File: src/rtl/mem_access_ctrl.sv
// mem_access_ctrl -- MEM-stage sequencing controller.
//
// Purpose:
//   Converts the EX/MEM register's memread/memwrite/result/data outputs into a
//   req/ack transaction on a multi-cycle data memory. It holds the upstream
//   pipeline (stall_o, front_stall_o) and bubbles MEM/WB while an access is
//   outstanding. It also detects load-use hazards, so every pipeline-hold
//   decision comes from this one block.
//
// Optional feature (macro MEM_TIMEOUT_EN):
//   Defined     : an 8-bit counter aborts an ACCESS that sees no ack for
//                 TIMEOUT_CYCLES cycles. err_o is set (sticky) and reads
//                 return ERR_DATA.
//   Not defined : ACCESS waits indefinitely for ack. err_o is tied 0.
//
// Ports:
//   clk_i, rst_i               clock; synchronous active-high reset
//   memread_i, memwrite_i      memory op request from EX/MEM
//   addr_i, wdata_i            access address / store data from EX/MEM
//   mem_req_o, mem_we_o        memory request and direction (1 = write)
//   mem_addr_o, mem_wdata_o    registered access address / store data
//   mem_ack_i, mem_rdata_i     memory completion strobe and read data
//   rdata_o                    registered load data to MEM/WB
//   stall_o                    MEM-stage hold to EX/MEM
//   memwb_bubble_o             MEM/WB loads zero control bits
//   idex_memread_i, idex_rt_i  load in ID/EX and its destination register
//   ifid_rs_i, ifid_rt_i       source registers of the instruction in IF/ID
//   front_stall_o              hold for PC and IF/ID
//   idex_bubble_o              ID/EX loads zero control bits
//   err_o                      sticky access-timeout flag
module mem_access_ctrl #(
  parameter int          TIMEOUT_CYCLES = 255,
  parameter logic [31:0] ERR_DATA       = 32'hDEADBEEF
) (
  input  logic        clk_i,
  input  logic        rst_i,
  input  logic        memread_i,
  input  logic        memwrite_i,
  input  logic [31:0] addr_i,
  input  logic [31:0] wdata_i,
  output logic        mem_req_o,
  output logic        mem_we_o,
  output logic [31:0] mem_addr_o,
  output logic [31:0] mem_wdata_o,
  input  logic        mem_ack_i,
  input  logic [31:0] mem_rdata_i,
  output logic [31:0] rdata_o,
  output logic        stall_o,
  output logic        memwb_bubble_o,
  input  logic        idex_memread_i,
  input  logic [4:0]  idex_rt_i,
  input  logic [4:0]  ifid_rs_i,
  input  logic [4:0]  ifid_rt_i,
  output logic        front_stall_o,
  output logic        idex_bubble_o,
  output logic        err_o
);

  typedef enum logic [1:0] {IDLE, ACCESS, DONE} state_t;

  // Count value on which an un-acked ACCESS is aborted.
  localparam logic [7:0] TMO_LAST = 8'(TIMEOUT_CYCLES - 1);

  state_t state_reg, state_next;
  logic   mem_op;
  logic   timeout_hit;
  logic   hazard;

  assign mem_op = memread_i | memwrite_i;

`ifdef MEM_TIMEOUT_EN
  logic [7:0] tmo_cnt_reg;

  // An ack in the final cycle wins over the timeout.
  assign timeout_hit = (state_reg == ACCESS) && !mem_ack_i && (tmo_cnt_reg == TMO_LAST);

  always_ff @(posedge clk_i) begin
    if (rst_i) begin
      tmo_cnt_reg <= 8'd0;
      err_o       <= 1'b0;
    end else begin
      if (state_reg == IDLE && mem_op)
        tmo_cnt_reg <= 8'd0;
      else if (state_reg == ACCESS && !mem_ack_i && !timeout_hit)
        tmo_cnt_reg <= tmo_cnt_reg + 8'd1;
      if (timeout_hit)
        err_o <= 1'b1;
    end
  end
`else
  logic unused_tmo_cfg;

  assign unused_tmo_cfg = ^TMO_LAST;
  assign timeout_hit    = 1'b0;
  assign err_o          = 1'b0;
`endif

  // State register
  always_ff @(posedge clk_i) begin
    if (rst_i)
      state_reg <= IDLE;
    else
      state_reg <= state_next;
  end

  // Next-state logic. DONE always returns to IDLE so the held instruction is
  // never reissued.
  always_comb begin
    state_next = state_reg;
    case (state_reg)
      IDLE:    if (mem_op) state_next = ACCESS;
      ACCESS:  if (mem_ack_i || timeout_hit) state_next = DONE;
      DONE:    state_next = IDLE;
      default: state_next = IDLE;
    endcase
  end

  // Request/datapath registers. Request fields are captured once on entry to
  // ACCESS and held stable until completion.
  always_ff @(posedge clk_i) begin
    if (rst_i) begin
      mem_req_o   <= 1'b0;
      mem_we_o    <= 1'b0;
      mem_addr_o  <= 32'd0;
      mem_wdata_o <= 32'd0;
      rdata_o     <= 32'd0;
    end else begin
      case (state_reg)
        IDLE: begin
          if (mem_op) begin
            mem_req_o   <= 1'b1;
            mem_we_o    <= memwrite_i;  // read+write together counts as a write
            mem_addr_o  <= addr_i;
            mem_wdata_o <= wdata_i;
          end
        end
        ACCESS: begin
          if (mem_ack_i) begin
            mem_req_o <= 1'b0;
            if (!mem_we_o) rdata_o <= mem_rdata_i;
          end else if (timeout_hit) begin
            mem_req_o <= 1'b0;
            if (!mem_we_o) rdata_o <= ERR_DATA;
          end
        end
        default: ;
      endcase
    end
  end

  // Pipeline hold decisions. stall_o is low in DONE so EX/MEM advances exactly
  // once and MEM/WB captures rdata_o.
  assign stall_o        = ((state_reg == IDLE) && mem_op) || (state_reg == ACCESS);
  assign memwb_bubble_o = stall_o;

  assign hazard = idex_memread_i && (idex_rt_i != 5'd0) &&
                  ((idex_rt_i == ifid_rs_i) || (idex_rt_i == ifid_rt_i));

  assign front_stall_o = stall_o | hazard;
  // While the MEM stage holds, ID/EX just holds as well; no bubble is needed.
  assign idex_bubble_o = hazard & ~stall_o;

endmodule

File: config.mk
export PLATFORM = sky130hd
export DESIGN_NAME = mem_access_ctrl
export DESIGN_NICKNAME = d
export VERILOG_FILES = /design/src/rtl/mem_access_ctrl.sv
export SDC_FILE = /design/constraint.sdc
export NUM_CORES = 1
export LEC_CHECK = 0
export BUFFER_PORTS_ARGS = -buffer_cell sky130_fd_sc_hd__buf_2
export CORE_MARGIN = 4
export CORE_UTILIZATION = 43
export CTS_CLUSTER_DIAMETER = 50
export DETAILED_ROUTE_END_ITERATION = 7
export PLACE_DENSITY_LB_ADDON = 0.25
export SLEW_MARGIN = 20
export SYNTH_ARGS = -nofsm -noshare
export SYNTH_HDL_FRONTEND = slang
export SYNTH_SLANG_ARGS = --single-unit
File: constraint.sdc
create_clock -name clk_i -period 1.7 [get_ports clk_i]
set_input_delay 0 -clock clk_i [delete_from_list [all_inputs] [get_ports clk_i]]
set_output_delay 0 -clock clk_i [all_outputs]
set_load 0.02 [all_outputs]
==> impl_metrics.yaml <==
clock_tree:
  post_cts_buffers: 0
  clock_sinks: 100
  htreeDepth: 3
  cts_root_buf: "clkbuf_8"
  cts_tree: "yes"
  clk_pin_slew_worst_paths_ns: 0.10
  clk_path_buf_depth: 2
  ctsResizeCount: 0
  cts-buffers-inserted: 9
  cts_hold_buf: 98
  worstSkewPairLatency_ns: 0.35
pwr:
  p_int_mw: 3.62
  ir_worst_vdd_v: 0.000531
  power_density_nw_per_um2: 874
  netSwitchingFraction: 0.304
  p_switching_mw: 1.58
  seq_power_share: 0.497
  leakagePower_nw: 2.84
  finalPower_mw: 5.20
  combPwrFrac: 0.233
  clockPowerShare: 0.270
worst_setup_path:
  path_class: "reg2out"
  setup.worst_path.end_class: "primary output"
  crit_required_ns: 1.70
  cp.arrival_ns: 1.45
  critPathMaxFanout: 4
  startpoint_type: "flop"
final_layout:
  num_antenna_cells: 0
  reg_top3: "mem_addr_o: 32 flops, mem_wdata_o: 32 flops, rdata_o: 32 flops"
  nNetsFinal: 876
  finish.utilization: 0.721
  drive_above_1_share: 0.325
  fin_area_um2: 5950
  area_growth_pct: 62.9
drt:
  wl_per_cell_um: 14.0
  drt_wl_total_mm: 12.1
  drt_iter0_markers: 145
  num_vias: 4148
  via_per_inst: 4.77
  drc: 0
  first_pass_iters: 5
  ant_nets: 0
sta:
  setup_tns_ns: 0
  slew_viol_final: 0
  finalCritPeriodShare: 0.852
  finalWorstSetupSlack_ns: 0.252
  period_needed_ns: 1.45
  fin_skew_ns: 0.0180
  fmax_ghz: 0.691
  setup_viol: 0
  grt_setup_unrepaired: "false"
  timing.final.hold_violations: 0
global_routing:
  grt_pass1_wl_mm: 18.6
  grt_pass1_vias: 4039
  grt_remaining_overflow: 0
  grt_use_total: 0.230
  grt_start_max_net_pins: 62
  antenna_found_initial: 0
synthesis:
  ys_types: 21
  synth_compound_area_frac: 0.145
  ys_seq_elements: 100
  syn_inst: 458
  synth_nets: 575
  seq_area_frac_synth: 0.548
  synthMuxAreaShare: 0
  ys_warn_count: 0
  synth_top_family_by_area: "simple AND/OR/NAND/NOR gates"
  synth_fa_ha_area_frac: 0
  synthesis.area_um2: 3650
  synth_xor_area_frac: 0.0240
  yosys.area_share.simple: 0.225
  postSynthAreaPerCell_um2: 7.98
die:
  core_area_um2: 8260
  start_util: 0.442
  io_pins: 220
  num_rows: 33
  die_h_um: 100
  dieArea_um2: 10000
  chipWidth_um: 100
min_path:
  min_path_type: "in2reg"
run:
  cap_violations: 0
placement:
  placed_area_um2: 4790
  hpwlAfterDp_mm: 7.71
  io_buffer_count: 218
  place_congestion: 0.794
  dp_slack_ns: 0.277
status:
  run_status: "complete, no violations"
worst paths after layout:
path / endpoint / cells after the start / from / slack, ns
min: mem_addr_o[3] / 2 / rst_i / 0.08
max reg2reg: mem_addr_o[30] / 5 / state_reg[1] / 0.28
min reg2reg: mem_wdata_o[29] / 2 / mem_wdata_o[29] / 0.45
max: idex_bubble_o / 4 / state_reg[0] / 0.25
cell families after synthesis:
kind of cell	Yosys count
flops	100
buf+inv	34
xor+xnor	10
other cells	1
compound gates	104
simple gates	209
cell usage after synthesis:
master,instances,area [µm²]
or4_1,1,7.51
nor2_1,4,15.0
buf_6,3,33.8
xor2_1,10,87.6
o22ai_1,1,6.26
nand3b_4,1,20.0
o21ai_1,1,5.00
o21ai_2,1,8.76
buf_2,4,20.0
nor2_2,2,12.5
nor3_1,4,20.0
conb_1,1,3.75
buf_4,14,105
clkbuf_1,13,48.8
nand2_1,195,732
o21a_1,1,7.51
or3b_2,1,8.76
a21oi_1,99,495
or2_1,1,6.26
dfxtp_1,100,2000
a22oi_1,1,7.51
metrics by stage:
| stage | instances | hold WS (ns) |
|---|---|---|
| after floorplan | 458 | 0.136 |
| after global placement | 755 | 0.240 |
| after detailed placement | 755 | 0.247 |
| after CTS | 869 | 0.0688 |
| after global routing | 869 | 0.0871 |
| final | 869 | 0.0824 |
routing by layer:
layer	GRT usage	share of wire	routed length (µm)	vias up
met5	0	0	0	-
met4	0.124	0.043	523	0
met3	0.0452	0.069	838	46
met2	0.417	0.52	6270	192
met1	0.248	0.37	4490	1844
li1	-	-	-	2066
cell type report:
class	instances	area [µm²]
Timing Repair Buffer	324	2180
Fill cell	660	2300
Sequential cell	100	2000
Tap cell	105	131
Multi-Input combinational cell	324	1450
Clock inverter	6	45.0
Clock buffer	10	138
layout by cell type (no fill, tap or decap):
cell type	n
a21oi_1	99
buf_4	5
nor2_1	4
xor2_1	10
o21a_2	1
clkinv_4	1
nor3_1	4
dfxtp_1	100
o22ai_1	1
buf_12	4
nand3b_4	1
buf_2	217
conb_1	1
nor2_2	2
or3b_2	1
or4_1	1
o21ai_4	1
or2_1	1
o21ai_1	1
inv_6	3
clkinv_2	2
a22oi_1	1
nand2_1	195
clkbuf_8	10
dlygate4sd3_1	98
power by group through the flow:
stage,Combinational (mW),Sequential (mW),Clock (mW)
after CTS,1.20,2.59,1.45
after detailed placement,1.03,2.64,0
final,1.21,2.59,1.41
after floorplan,0.425,2.83,0
after global routing,1.31,2.61,1.54
after global placement,1.01,2.63,0
worst max-delay path, cell delays in order (launching register included):
cell and delay [ns]:
dfxtp_1 0.36, nor3_1 0.28, nor2_1 0.11, nor3_1 0.18, buf_2 0.19
No activity file was read; power rests on OpenSTA's default activity.
